File: src/rtl/alu_console_pkg.sv
// rtl/alu_console_pkg.sv - shared types and constants for the button-driven ALU console
package alu_console_pkg;

    typedef enum logic [1:0] {
        ST_IDLE = 2'd0,
        ST_EXEC = 2'd1,
        ST_HOLD = 2'd2
    } state_t;

    localparam int BTN_A    = 0;
    localparam int BTN_B    = 1;
    localparam int BTN_OP   = 2;
    localparam int BTN_EXEC = 3;

    localparam logic [5:0] OP_ADD = 6'b100000;
    localparam logic [5:0] OP_SUB = 6'b100010;
    localparam logic [5:0] OP_AND = 6'b100100;
    localparam logic [5:0] OP_OR  = 6'b100101;
    localparam logic [5:0] OP_XOR = 6'b100110;
    localparam logic [5:0] OP_NOR = 6'b100111;
    localparam logic [5:0] OP_SRA = 6'b000011;
    localparam logic [5:0] OP_SRL = 6'b000010;

    // The debounce counter must be able to hold the value DEBOUNCE_CYCLES itself.
    function automatic int deb_cnt_width(input int cycles);
        return (cycles < 1) ? 1 : $clog2(cycles + 1);
    endfunction

endpackage

File: src/rtl/ALU.sv
// rtl/ALU.sv - combinational ALU datapath producing result, carry and zero
module ALU #(
    parameter int NB_DATA    = 8,
    parameter int NB_OP_CODE = 6
) (
    input  logic [NB_DATA-1:0]    i_data_a,
    input  logic [NB_DATA-1:0]    i_data_b,
    input  logic [NB_OP_CODE-1:0] i_op_code,
    output logic [NB_DATA-1:0]    o_result,
    output logic                  o_carry,
    output logic                  o_zero
);

    localparam logic [NB_OP_CODE-1:0] C_ADD = NB_OP_CODE'(6'b100000);
    localparam logic [NB_OP_CODE-1:0] C_SUB = NB_OP_CODE'(6'b100010);
    localparam logic [NB_OP_CODE-1:0] C_AND = NB_OP_CODE'(6'b100100);
    localparam logic [NB_OP_CODE-1:0] C_OR  = NB_OP_CODE'(6'b100101);
    localparam logic [NB_OP_CODE-1:0] C_XOR = NB_OP_CODE'(6'b100110);
    localparam logic [NB_OP_CODE-1:0] C_NOR = NB_OP_CODE'(6'b100111);
    localparam logic [NB_OP_CODE-1:0] C_SRA = NB_OP_CODE'(6'b000011);
    localparam logic [NB_OP_CODE-1:0] C_SRL = NB_OP_CODE'(6'b000010);

    logic [NB_DATA:0]          wide;
    logic signed [NB_DATA-1:0] sra_val;

    assign sra_val = $signed(i_data_a) >>> i_data_b;

    // Bit NB_DATA of the widened value is carry for ADD and borrow for SUB.
    always_comb begin
        wide = '0;
        case (i_op_code)
            C_ADD:   wide = {1'b0, i_data_a} + {1'b0, i_data_b};
            C_SUB:   wide = {1'b0, i_data_a} - {1'b0, i_data_b};
            C_AND:   wide = {1'b0, i_data_a & i_data_b};
            C_OR:    wide = {1'b0, i_data_a | i_data_b};
            C_XOR:   wide = {1'b0, i_data_a ^ i_data_b};
            C_NOR:   wide = {1'b0, ~(i_data_a | i_data_b)};
            C_SRA:   wide = {1'b0, sra_val};
            C_SRL:   wide = {1'b0, i_data_a >> i_data_b};
            default: wide = '0;
        endcase
    end

    assign o_result = wide[NB_DATA-1:0];
    assign o_carry  = wide[NB_DATA];
    assign o_zero   = (wide[NB_DATA-1:0] == '0);

endmodule

File: src/rtl/btn_debounce.sv
// rtl/btn_debounce.sv - button synchroniser, debouncer and rising-edge strobe
module btn_debounce
    import alu_console_pkg::*;
#(
    parameter int DEBOUNCE_CYCLES = 500000
) (
    input  logic clock,
    input  logic i_rst,
    input  logic i_btn,
    output logic o_strobe
);

    localparam int               CNT_W   = deb_cnt_width(DEBOUNCE_CYCLES);
    localparam logic [CNT_W-1:0] CNT_MAX = CNT_W'(DEBOUNCE_CYCLES);

    logic             sync1_q, sync1_d;
    logic             sync2_q, sync2_d;
    logic             level_q, level_d;
    logic             level_prev_q, level_prev_d;
    logic             strobe_q, strobe_d;
    logic [CNT_W-1:0] cnt_q, cnt_d;

    always_comb begin
        sync1_d      = i_btn;
        sync2_d      = sync1_q;
        level_d      = level_q;
        level_prev_d = level_q;
        cnt_d        = '0;
        // Any cycle where synced input agrees with the level restarts the count.
        if (sync2_q != level_q) begin
            if (cnt_q == CNT_MAX) begin
                level_d = sync2_q;
            end else begin
                cnt_d = cnt_q + CNT_W'(1);
            end
        end
        strobe_d = level_q & ~level_prev_q;
    end

    always_ff @(posedge clock) begin
        if (i_rst) begin
            sync1_q      <= 1'b0;
            sync2_q      <= 1'b0;
            level_q      <= 1'b0;
            level_prev_q <= 1'b0;
            strobe_q     <= 1'b0;
            cnt_q        <= '0;
        end else begin
            sync1_q      <= sync1_d;
            sync2_q      <= sync2_d;
            level_q      <= level_d;
            level_prev_q <= level_prev_d;
            strobe_q     <= strobe_d;
            cnt_q        <= cnt_d;
        end
    end

    assign o_strobe = strobe_q;

endmodule

File: src/rtl/alu_console.sv
// rtl/alu_console.sv - button/switch console sequencing loads and execution of the ALU
module alu_console
    import alu_console_pkg::*;
#(
    parameter int NB_DATA         = 8,
    parameter int NB_OP_CODE      = 6,
    parameter int NB_BTN          = 4,
    parameter int DEBOUNCE_CYCLES = 500000,
    parameter int NB_COUNT        = 8
) (
    input  logic                clock,
    input  logic                i_rst,
    input  logic [NB_BTN-1:0]   i_btn,
    input  logic [NB_DATA-1:0]  i_sw_data,
    input  logic                i_acc_mode,
    output logic [NB_DATA+1:0]  o_led,
    output logic                o_valid,
    output logic [1:0]          o_state,
    output logic [NB_COUNT-1:0] o_exec_count
);

    logic [NB_BTN-1:0] strobe;

    for (genvar g = 0; g < NB_BTN; g++) begin : g_btn
        btn_debounce #(
            .DEBOUNCE_CYCLES(DEBOUNCE_CYCLES)
        ) u_deb (
            .clock   (clock),
            .i_rst   (i_rst),
            .i_btn   (i_btn[g]),
            .o_strobe(strobe[g])
        );
    end

    state_t                state_q, state_d;
    logic [NB_DATA-1:0]    a_q, a_d;
    logic [NB_DATA-1:0]    b_q, b_d;
    logic [NB_OP_CODE-1:0] op_q, op_d;
    logic [NB_DATA+1:0]    led_q, led_d;
    logic                  valid_q, valid_d;
    logic [NB_COUNT-1:0]   count_q, count_d;

    logic [NB_DATA-1:0] alu_result;
    logic               alu_carry;
    logic               alu_zero;

    ALU #(
        .NB_DATA   (NB_DATA),
        .NB_OP_CODE(NB_OP_CODE)
    ) u_alu (
        .i_data_a (a_q),
        .i_data_b (b_q),
        .i_op_code(op_q),
        .o_result (alu_result),
        .o_carry  (alu_carry),
        .o_zero   (alu_zero)
    );

    always_comb begin
        state_d = state_q;
        a_d     = a_q;
        b_d     = b_q;
        op_d    = op_q;
        led_d   = led_q;
        valid_d = 1'b0;
        count_d = count_q;
        case (state_q)
            ST_EXEC: begin
                // Strobes in this cycle are intentionally ignored.
                led_d   = {alu_zero, alu_carry, alu_result};
                valid_d = 1'b1;
                count_d = count_q + NB_COUNT'(1);
                if (i_acc_mode) begin
                    a_d = alu_result;
                end
                state_d = ST_HOLD;
            end
            default: begin
                // IDLE, HOLD and the unused encoding share load/exec handling;
                // only the highest-priority strobe acts, the rest are dropped.
                if (strobe[BTN_A]) begin
                    a_d     = i_sw_data;
                    state_d = ST_IDLE;
                end else if (strobe[BTN_B]) begin
                    b_d     = i_sw_data;
                    state_d = ST_IDLE;
                end else if (strobe[BTN_OP]) begin
                    op_d    = i_sw_data[NB_OP_CODE-1:0];
                    state_d = ST_IDLE;
                end else if (strobe[BTN_EXEC]) begin
                    state_d = ST_EXEC;
                end else if (state_q != ST_HOLD) begin
                    state_d = ST_IDLE;
                end
            end
        endcase
    end

    always_ff @(posedge clock) begin
        if (i_rst) begin
            state_q <= ST_IDLE;
            a_q     <= '0;
            b_q     <= '0;
            op_q    <= '0;
            led_q   <= '0;
            valid_q <= 1'b0;
            count_q <= '0;
        end else begin
            state_q <= state_d;
            a_q     <= a_d;
            b_q     <= b_d;
            op_q    <= op_d;
            led_q   <= led_d;
            valid_q <= valid_d;
            count_q <= count_d;
        end
    end

    assign o_led        = led_q;
    assign o_valid      = valid_q;
    assign o_state      = state_q;
    assign o_exec_count = count_q;

endmodule

File: config.mk
export PLATFORM = sky130hd
export DESIGN_NAME = alu_console
export DESIGN_NICKNAME = d
export VERILOG_FILES = /design/src/rtl/alu_console_pkg.sv /design/src/rtl/ALU.sv /design/src/rtl/btn_debounce.sv /design/src/rtl/alu_console.sv
export SDC_FILE = /design/constraint.sdc
export NUM_CORES = 1
export LEC_CHECK = 0
export CAP_MARGIN = 20
export CORE_MARGIN = 8
export CORE_UTILIZATION = 55
export DETAILED_ROUTE_END_ITERATION = 6
export GPL_TIMING_DRIVEN = 0
export PLACE_DENSITY_LB_ADDON = 0.25
export SLEW_MARGIN = 20
export SYNTH_ARGS = -nofsm -noshare
export SYNTH_HDL_FRONTEND = slang
export SYNTH_SLANG_ARGS = --single-unit
File: constraint.sdc
create_clock -name clock -period 3.61 [get_ports clock]
set_clock_uncertainty 0.2 [all_clocks]
set_input_delay 0.722 -clock clock [delete_from_list [all_inputs] [get_ports clock]]
set_output_delay 0.722 -clock clock [all_outputs]
set_load 0.02 [all_outputs]
# --- Yosys cells after proc, flatten, opt, wreduce, memory -nomap -nowiden ---
# Index checks and enable logic that the tools add are counted.
word_totals:
  output_inout_bits: 21
  wordCells: 106
  reg_bits: 139
  in_bits: 15
op_classes:
  muxes: 11
  eq_ne: 19
  n_bitwise: 19
  add_sub_neg: 7
  reduce_logical: 16
  n_shift: 2
op_table:
  columns: ["cell", "count"]
  rows:
  - ["adder 19 x 1 -> 19 bit, second input constant", 4]
  - ["equality test 19 bit, second input constant", 4]
  - ["case mux 9 bit (8 select lines)", 1]
  - ["equality test 6 bit, second input constant", 6]
  - ["two-way mux 8 bit", 3]
  - ["equality test 6 x 2 -> 1 bit, second input constant", 2]
  - ["two-way mux 2 bit", 6]
  - ["OR reduction 3 bit", 4]
  - ["inverter 1 bit", 11]
  - ["AND reduction 2 bit", 5]
  - ["adder 8 x 8 -> 9 bit", 1]
  - ["subtractor 8 x 8 -> 9 bit", 1]
  - ["adder 8 x 1 -> 8 bit, second input constant", 1]
  - ["bitwise AND 8 bit", 1]
  - ["zero test 8 bit", 1]
  - ["inverter 8 bit", 1]
  - ["bitwise OR 8 bit", 1]
  - ["right shift 8 x 8 -> 8 bit", 1]
  - [">>> shifter 8 x 8 -> 8 bit", 1]
  - ["bitwise XOR 8 bit", 1]
  - ["nonzero test 6 bit", 1]
  - ["OR reduction 5 bit", 1]
  - ["bitwise AND 1 bit", 4]
  - ["!= test 1 bit", 4]
  - ["other kinds (6)", 8]

# --- Logic depth before layout (Yosys ltp) ---
# Gate-level depths: netlist of the first run.
depth:
  word_depth: 7
  mapped_depth: 14
  ltp_nobuf: 13

# --- Modules after synthesis ---
# A second synthesis of the first run with hierarchy kept.
hier_totals:
  cells_unflattened: 890
  area_unflattened_um2: 7623.6
modules_own_cells:
  columns: ["mod", "area_per_inst_um2", "seq_area_each_um2", "cells_per_inst", "n_inst"]
  rows:
  - ["btn_debounce", 1039.7, 480.5, 114, 4]
  - ["alu_console", 1799.2, 860.8, 201, 1]
  - ["ALU", 1665.3, 0.0, 233, 1]

# --- Least setup slack after synthesis of the first run ---
# No wires, ideal clock.
synth_path:
  path_type: "register -> register"
  from: "register op_q[2]"
  to: "register led_q[9], in the netlist o_led[9]"
  setup_time_ns: 0.060
  synth_period_minus_slack_ns: 3.527
  slack_ns: 0.083
  arrival_time_ns: 3.267
  required_time_ns: 3.350
  stages_incl_launch_ff: 15
  n_path_buf: 1
  path_cell_list: "dfxtp_1 -> or3_4 -> nor3b_1 -> clkbuf_1 -> nand2_1 -> nor2_1 -> a21oi_1 -> fa_1 -> a211oi_1 -> o21ai_0 -> nand2_1 -> xor2_1 -> o21ai_0 -> nor4_1 -> a32o_1"
synth_between:
  elab_chain_cells: 3
  word_cells_on_any_way: 10
  classes_between: "eq/ne: 8; mux: 1; reduce/logical: 1"
synth_lines:
  columns: ["element", "line", "text"]
  rows:
  - ["start, declared", "alu_console.sv:38", "logic [NB_OP_CODE-1:0] op_q, op_d;"]
  - ["start signal, assigned", "alu_console.sv:112", "op_q <= op_d;"]
  - ["equality test 6 x 2 -> 1 bit / equality test 6 bit (equally long branches)", "ALU.sv:31", "case (i_op_code)"]
  - ["case mux 9 bit (8 select lines) (*)", "ALU.sv:31", null]
  - ["zero test 8 bit (*)", "ALU.sv:46", "assign o_zero = (wide[NB_DATA-1:0] == '0);"]
  - ["end signal, assigned", "alu_console.sv:113", "led_q <= led_d;"]
  - ["end, declared", "alu_console.sv:39", "logic [NB_DATA+1:0] led_q, led_d;"]
# Mark *: on every way between the ends. The rest lies on a longest branch, timed or not.
# A chain may end at the register's enable or synchronous reset.

# --- Worst setup path in the final report of the first run ---
layout_path:
  from: "register op_q[2]"
  to: "register a_q[4]"
layout_between:
  elab_chain_cells: 4
  word_cells_on_any_way: 11
  classes_between: "eq/ne: 8; mux: 3"
layout_lines:
  columns: ["element", "line", "text"]
  rows:
  - ["equality test 6 x 2 -> 1 bit / equality test 6 bit (equally long branches)", "ALU.sv:31", null]
  - ["case mux 9 bit (8 select lines) (*)", "ALU.sv:31", null]
  - ["two-way mux 8 bit (*)", "alu_console.sv:73", "if (i_acc_mode) begin"]
  - ["two-way mux 8 bit (*)", "alu_console.sv:67", "case (state_q)"]
  - ["end signal, assigned", "alu_console.sv:102", "a_q <= '0;"]
  - ["end signal, assigned", "alu_console.sv:110", "a_q <= a_d;"]
  - ["end, declared", "alu_console.sv:36", "logic [NB_DATA-1:0] a_q, a_d;"]
# Mark *: on every way between the ends. The rest lies on a longest branch, timed or not. The select of a mux whose other input is x is not followed.

==> impl_metrics.yaml, run 1 <==
final_layout:
  final_area_um2: 8500
  syn2layout_area_growth_pct: 18.4
  drive_above_1_share: 0.0718
  antenna_cells: 0
  fin_util: 0.671
  nets: 957
power_and_ir_drop:
  ir_worst_vdd_v: 0.000331
  p_leak_nw: 3.01
  p_per_area_nw_per_um2: 407
  power_mw: 3.46
critical_path:
  endpoint_kind: "flop"
  required_ns: 3.75
  path_cells: "or3_4 -> nor3b_4 -> buf_8 -> nand2_2 -> nor2_2 -> a21oi_4 -> fa_2 -> a211oi_2 -> buf_4 -> o211ai_1 -> and4_1 -> or3_1 -> a21oi_1"
  reg2reg_depth: 13
  worstSetupStartpointType: "flop"
  r2r-end: "a_q[4]"
  path_max_fanout: 8
  rr_startpoint: "op_q[2]"
  path_class: "reg -> reg"
  worstPathArrival_ns: 3.63
  cp_slowest_cell: "or3_4"
  rrSetupSlack_ns: 0.12
  crit_path_max_incr_delay_ns: 0.43
cts:
  numCtsBuffers: 17
  ctsRootBufferMaster: "clkbuf_16"
  path_clk_slew_ns: 0.06
  htree_levels: 4
  worstSkewPairLatency_ns: 0.42
  clock_path_buffers: 2
  cts_tree: "yes"
  cts_sinks: 139
floorplanning:
  start_util: 0.567
  dieHeight_um: 130
  core-area_um2: 12700
  pin_count: 36
  die_x_um: 130
  die_area_um2: 17000
  rows: 41
logic_synthesis:
  synth_area_leader_cell: "dfxtp_1"
  synth_area_leaders: "dfxtp_1 (39%), nor2_1 (7.0%), ha_1 (5.9%), xor2_1 (5.9%), xnor2_1 (4.9%)"
  synth.most_common_cell: "dfxtp_1"
  synth.avg_cell_area_um2: 8.49
  synth_edf_count: 0
  synthArstFlopShare: 0
  syn_nets: 896
  netlist_area_um2: 7180
  synth_top_area_share: 0.388
  yosys_most_used_dff: "dfxtp_1"
  ys_top_cells_by_count: "dfxtp_1 (139), nor2_1 (134), xor2_1 (48)"
  yosysWarnings: 0
  syn_inst: 846
  ys_seq_area_frac: 0.388
  synth-seq-cells: 139
  synth.distinct_cells: 61
grt:
  antenna_found_initial: 0
  grt_pass1_vias: 5817
  grt_pass1_wl_um: 28300
  grt_usage: 0.209
  overflow: 0
  grt_max_degree: 17
sta:
  hold_viol: 0
  setup_viol: 0
  min_period_ns: 3.49
  slew_headroom: 0.528
  hold_ws_ns: 0.180
  timing.fmax_mhz: 287
  finalCritPeriodShare: 0.966
  fin_ws_ns: 0.122
  slew_violations: 0
  worstMarginPinSlew_ns: 0.688
worst_hold_path:
  holdPathEnd: "g_btn[0].u_deb.o_strobe"
  min_from: "g_btn[0].u_deb.level_prev_q"
  whs_path_depth: 1
  hp-class: "reg -> reg"
route:
  wl_um: 17100
  dr.first_iter.drc_count: 584
  antenna_left: 0
  post_drt_wl_per_cell_um: 15.7
  viasPerCell: 5.59
  first_pass_iters: 5
  drc: 0
  num_vias: 6101
placed_design:
  dpl-instance-area_um2: 7730
  globalplace.congestion: 1.00
  numPortBuffers: 34
  dpl_worst_slack_ns: -0.795
  dp_hpwl_um: 12300
run:
  drv_cap: 0
outcome:
  outcome: "completed"
## metal layers
metal / part of all wire / global-route usage / vias to the layer above
met5: 0 / 0 / -
met4: 0.027 / 0.0949 / 0
met3: 0.053 / 0.0477 / 49
met2: 0.48 / 0.348 / 174
met1: 0.44 / 0.253 / 2824
li1: - / - / 3054
## per-stage QoR
stage,setup TNS (ns),instances
2_1_floorplan,0,846
6_report,0,1091
3_5_place_dp,-5.93,1052
4_1_cts,0,1084
3_3_place_gp,-7.50,1052
5_1_grt,-0.0644,1091
## sequential cells by signal, summed over array words and instances, names as in the netlist
| signal | cells |
|---|---|
| o_state | 2 |
| op_q | 6 |
| o_led | 10 |
| b_q | 8 |
| g_btn.u_deb.sync2_q | 4 |
| g_btn.u_deb.o_strobe | 4 |
| g_btn.u_deb.cnt_q | 76 |
| g_btn.u_deb.level_prev_d | 4 |
| o_exec_count | 8 |
| g_btn.u_deb.level_prev_q | 4 |
| a_q | 8 |
| g_btn.u_deb.sync1_q | 4 |
| o_valid | 1 |
## final cells by class
cell class	count	area, µm²
Buffer	34	151
Clock buffer	19	433
Clock inverter	12	198
Fill cell	1039	4170
Inverter	35	135
Multi-Input combinational cell	637	4170
Sequential cell	139	2790
Tap cell	172	215
Timing Repair Buffer	43	408
## power by group
part           leakage (nW)  internal, mW  switching (mW)
Clock                 0.303          1.22           0.641
Combinational          1.58        0.0219          0.0323
Sequential             1.12          1.54         0.00400
Total                  3.01          2.78           0.678
## worst max-delay path by stage
stage | slack [ns] | endpoint | start | depth (start not counted)
after global placement | -0.89 | o_led[9] | op_q[2] | 14
after floorplan | 0.08 | o_led[9] | op_q[2] | 14
after detailed placement | -0.79 | o_led[9] | op_q[2] | 14
after global routing | -0.04 | o_led[9] | op_q[2] | 13
after CTS | 0.007 | o_led[9] | op_q[2] | 13
final | 0.12 | a_q[4] | op_q[2] | 13
## cells by family after synthesis
kind of cell               after synthesis  synth area share
and+or+nand+nor                        367             0.256
xor gates and xnor gates                88             0.107
AOI/OAI and AO/OA                      115             0.101
buffers and inverters                   70            0.0375
DFF                                    139             0.388
muxes                                   32            0.0486
adders and majority gates               35            0.0620
## cells in the final DEF, fill, tap and decap left out, types with 5 or more instances in the layout
| cell type | count |
|---|---|
| inv_1 | 34 |
| nor4b_1 | 7 |
| a211oi_1 | 7 |
| bufinv_16 | 5 |
| nand4_1 | 17 |
| clkbuf_1 | 25 |
| clkdlybuf4s50_1 | 34 |
| nor2b_1 | 25 |
| clkbuf_16 | 17 |
| nor4_1 | 10 |
| o21ai_1 | 6 |
| dfxtp_1 | 137 |
| and3_1 | 15 |
| or3_1 | 20 |
| buf_4 | 10 |
| mux2i_1 | 27 |
| nand3_1 | 45 |
| o21ai_0 | 30 |
| o211ai_1 | 5 |
| xnor2_1 | 40 |
| nand2_1 | 45 |
| a21oi_1 | 31 |
| and4_1 | 5 |
| xor2_1 | 47 |
| nand2b_1 | 8 |
| nor3_1 | 13 |
| ha_1 | 34 |
| nor2_1 | 133 |
## critical path: cells and delay by family (launching register included)
family | cells | cell delay, ns
adders and majority gates | 1 | 0.39
buffers and inverters | 2 | 0.31
DFF | 1 | 0.34
AOI/OAI and AO/OA | 4 | 0.61
and+or+nand+nor | 6 | 1.56
## what timing repair did
action,in CTS,in global routing
setup buffers,2,7
hold endpoints to repair,0,0
endpoints found under the setup margin,16,7
pin swaps,3,5
hold buffers,0,0
resized for setup,11,12
Power figures use the tool's default switching activity.
==> run 2: changes to the inputs <==
Settings changed: ABC_AREA from default to 1, CORE_UTILIZATION 55 to 45.
==> run 2 against run 1 <==
Compared with the run above:
- sequential cell count is the same
- worst setup slack better by 0.10 ns
- final area up 5.7%
- maximum frequency grew 3.0%
- sequential power hardly changed
- routed wire length up 9.5%
- first-iteration DRC count down 16%
- power shrank 0.10%
==> impl_metrics.yaml, run 2 <==
critical_path:
  worstSetupStartpointType: "flop"
  r2r-end: "o_led[9]"
  cpMostUsedCell: "nand2_1"
  path_cells: "clkinvlp_4 -> ha_1 -> or2_2 -> xor2_1 -> ha_1 -> nand2_1 -> nand2_1 -> inv_1 -> nand2_1 -> nand4_1 -> nand3_1 -> or2_2 -> nand3_1 -> and2_1 -> nand3_1 -> nand2_1"
  rrSetupSlack_ns: 0.22
  reg2reg_depth: 16
  path_class: "reg -> reg"
  path_max_fanout: 9
  endpoint_kind: "flop"
  cp_slowest_cell: "dfxtp_1"
  crit_path_max_incr_delay_ns: 0.46
  worstPathArrival_ns: 3.55
  rr_startpoint: "b_q[0]"
  required_ns: 3.78
route:
  antenna_left: 0
  post_drt_wl_per_cell_um: 13.7
  first_pass_iters: 5
  wl_um: 18700
  viasPerCell: 5.12
  drc: 0
  dr.first_iter.drc_count: 489
  num_vias: 7012
logic_synthesis:
  syn_nets: 1127
  synth-seq-cells: 139
  synth_edf_count: 0
  synth.distinct_cells: 46
  synthArstFlopShare: 0
  synth_top_area_share: 0.361
  ys_seq_area_frac: 0.361
  synth.most_common_cell: "nand2_1"
  yosys_most_used_dff: "dfxtp_1"
  netlist_area_um2: 7720
  synth.avg_cell_area_um2: 7.17
  yosysWarnings: 0
  synth_area_leader_cell: "dfxtp_1"
  ys_top_cells_by_count: "nand2_1 (191), inv_1 (141), dfxtp_1 (139)"
  synth_area_leaders: "dfxtp_1 (36%), nand2_1 (9.3%), inv_1 (6.9%), nor2_1 (5.6%), ha_1 (5.5%)"
  syn_inst: 1077
grt:
  grtUsageMet1: 0.220
  grt_pass1_vias: 6620
  use_met2: 0.296
  grt_usage: 0.180
  gr-max-usage-layer: "met2"
  overflow: 0
  met3_usage: 0.0378
  grt_max_degree: 17
  grt_pass1_wl_um: 31800
  antenna_found_initial: 0
sta:
  min_period_ns: 3.39
  timing.fmax_mhz: 295
  finalCritPeriodShare: 0.938
  hold_viol: 0
  worstMarginPinSlew_ns: 0.715
  slew_violations: 0
  slew_headroom: 0.521
  timing.setup.tns_ns: 0
  rsz0062_at_grt: "no"
  setup_viol: 0
worst_hold_path:
  min_from: "g_btn[3].u_deb.level_prev_q"
  whs_path_depth: 1
  holdPathEnd: "g_btn[3].u_deb.o_strobe"
  hp-class: "reg -> reg"
floorplanning:
  rows: 48
  core-area_um2: 17100
  start_util: 0.452
  pin_count: 36
  die_area_um2: 21600
  dieHeight_um: 147
  die_x_um: 147
cts:
  clock_path_buffers: 2
  cts_setup_buffers: 0
  numCtsBuffers: 17
  ctsRootBufferMaster: "clkbuf_16"
  path_clk_slew_ns: 0.06
  cts_tree: "yes"
  htree_levels: 4
  cts_sinks: 139
  worstSkewPairLatency_ns: 0.42
power_and_ir_drop:
  ir_worst_vdd_v: 0.000309
  p_leak_nw: 3.35
  p_per_area_nw_per_um2: 384
final_layout:
  antenna_cells: 0
  largest_register_ffs: 76
  drive_above_1_share: 0.105
  syn2layout_area_growth_pct: 16.5
  final_area_um2: 8990
  regMostFlops: "g_btn.u_deb.cnt_q"
  layout_common_cells: "nand2_1 (191), inv_1 (141), dfxtp_1 (139)"
  nets: 1181
  layout_commonest_cell: "nand2_1"
placed_design:
  numPortBuffers: 35
  globalplace.congestion: 0.990
  dp_hpwl_um: 14300
  dpl-instance-area_um2: 8350
outcome:
  outcome: "completed"
run:
  drv_cap: 0
run 2: kinds of logic (layout without fill, tap and decap cells):
group	after synthesis	in the layout	synth area share
xor gates and xnor gates	25	25	0.0284
buffers and inverters	176	243	0.0893
AOI/OAI and AO/OA	165	165	0.115
adders and majority gates	35	35	0.0577
and+or+nand+nor	537	537	0.349
DFF	139	139	0.361
run 2: critical path, delay by kind of cell (launching register included):
kind                       cells  cell delay, ns
adders and majority gates      2            0.62
buffers and inverters          2            0.34
and+or+nand+nor               11            1.59
DFF                            1            0.46
xor gates and xnor gates       1            0.14
run 2: final cells by class:
class	instances	area [µm²]
multi-input cells	762	4250
clock inverters	10	136
clock buffers	22	494
repair buffers	35	350
inverters	155	586
flip-flops and latches	139	2780
well taps	225	282
fillers	1683	8070
plain buffers	21	108
run 2: per-layer routing:
metal | wire, µm | vias to the layer above
li1 | - | 3660
met1 | 8560 | 3178
met2 | 8730 | 137
met3 | 811 | 37
met4 | 587 | 0
met5 | 0 | -
run 2: worst max-delay path by stage:
stage	startpoint	endpoint	slack, ns
final	b_q[0]	o_led[9]	0.22
after global routing	b_q[0]	o_led[9]	0.00003
after CTS	b_q[0]	o_led[9]	0.19
after detailed placement	b_q[0]	o_led[9]	0.20
after global placement	b_q[0]	o_led[9]	0.25
after floorplan	b_q[0]	o_led[7]	0.82
run 2: stage by stage:
step | setup WS, ns | hold WS [ns] | std cells | util | power, mW
2_1_floorplan | 0.823 | 0.173 | 1077 | - | 1.61
3_3_place_gp | 0.249 | 0.176 | 1337 | 0.490 | 1.64
3_5_place_dp | 0.199 | 0.182 | 1337 | 0.490 | 1.64
6_report | 0.224 | 0.189 | 1369 | 0.527 | 3.45
4_1_cts | 0.189 | 0.193 | 1369 | 0.526 | 3.48
5_1_grt | 0.0000315 | 0.206 | 1369 | 0.527 | 3.57
run 2: report_power, final:
part           internal, mW  total (mW)  switching (mW)  leakage (nW)
Clock                  1.18        1.85           0.670         0.305
Sequential             1.54        1.54         0.00277          1.12
Combinational        0.0242      0.0646          0.0403          1.93
run 2: what timing repair did:
item	in CTS	in global routing
endpoints found under the setup margin	0	2
hold buffers	0	0
resized for setup	0	2
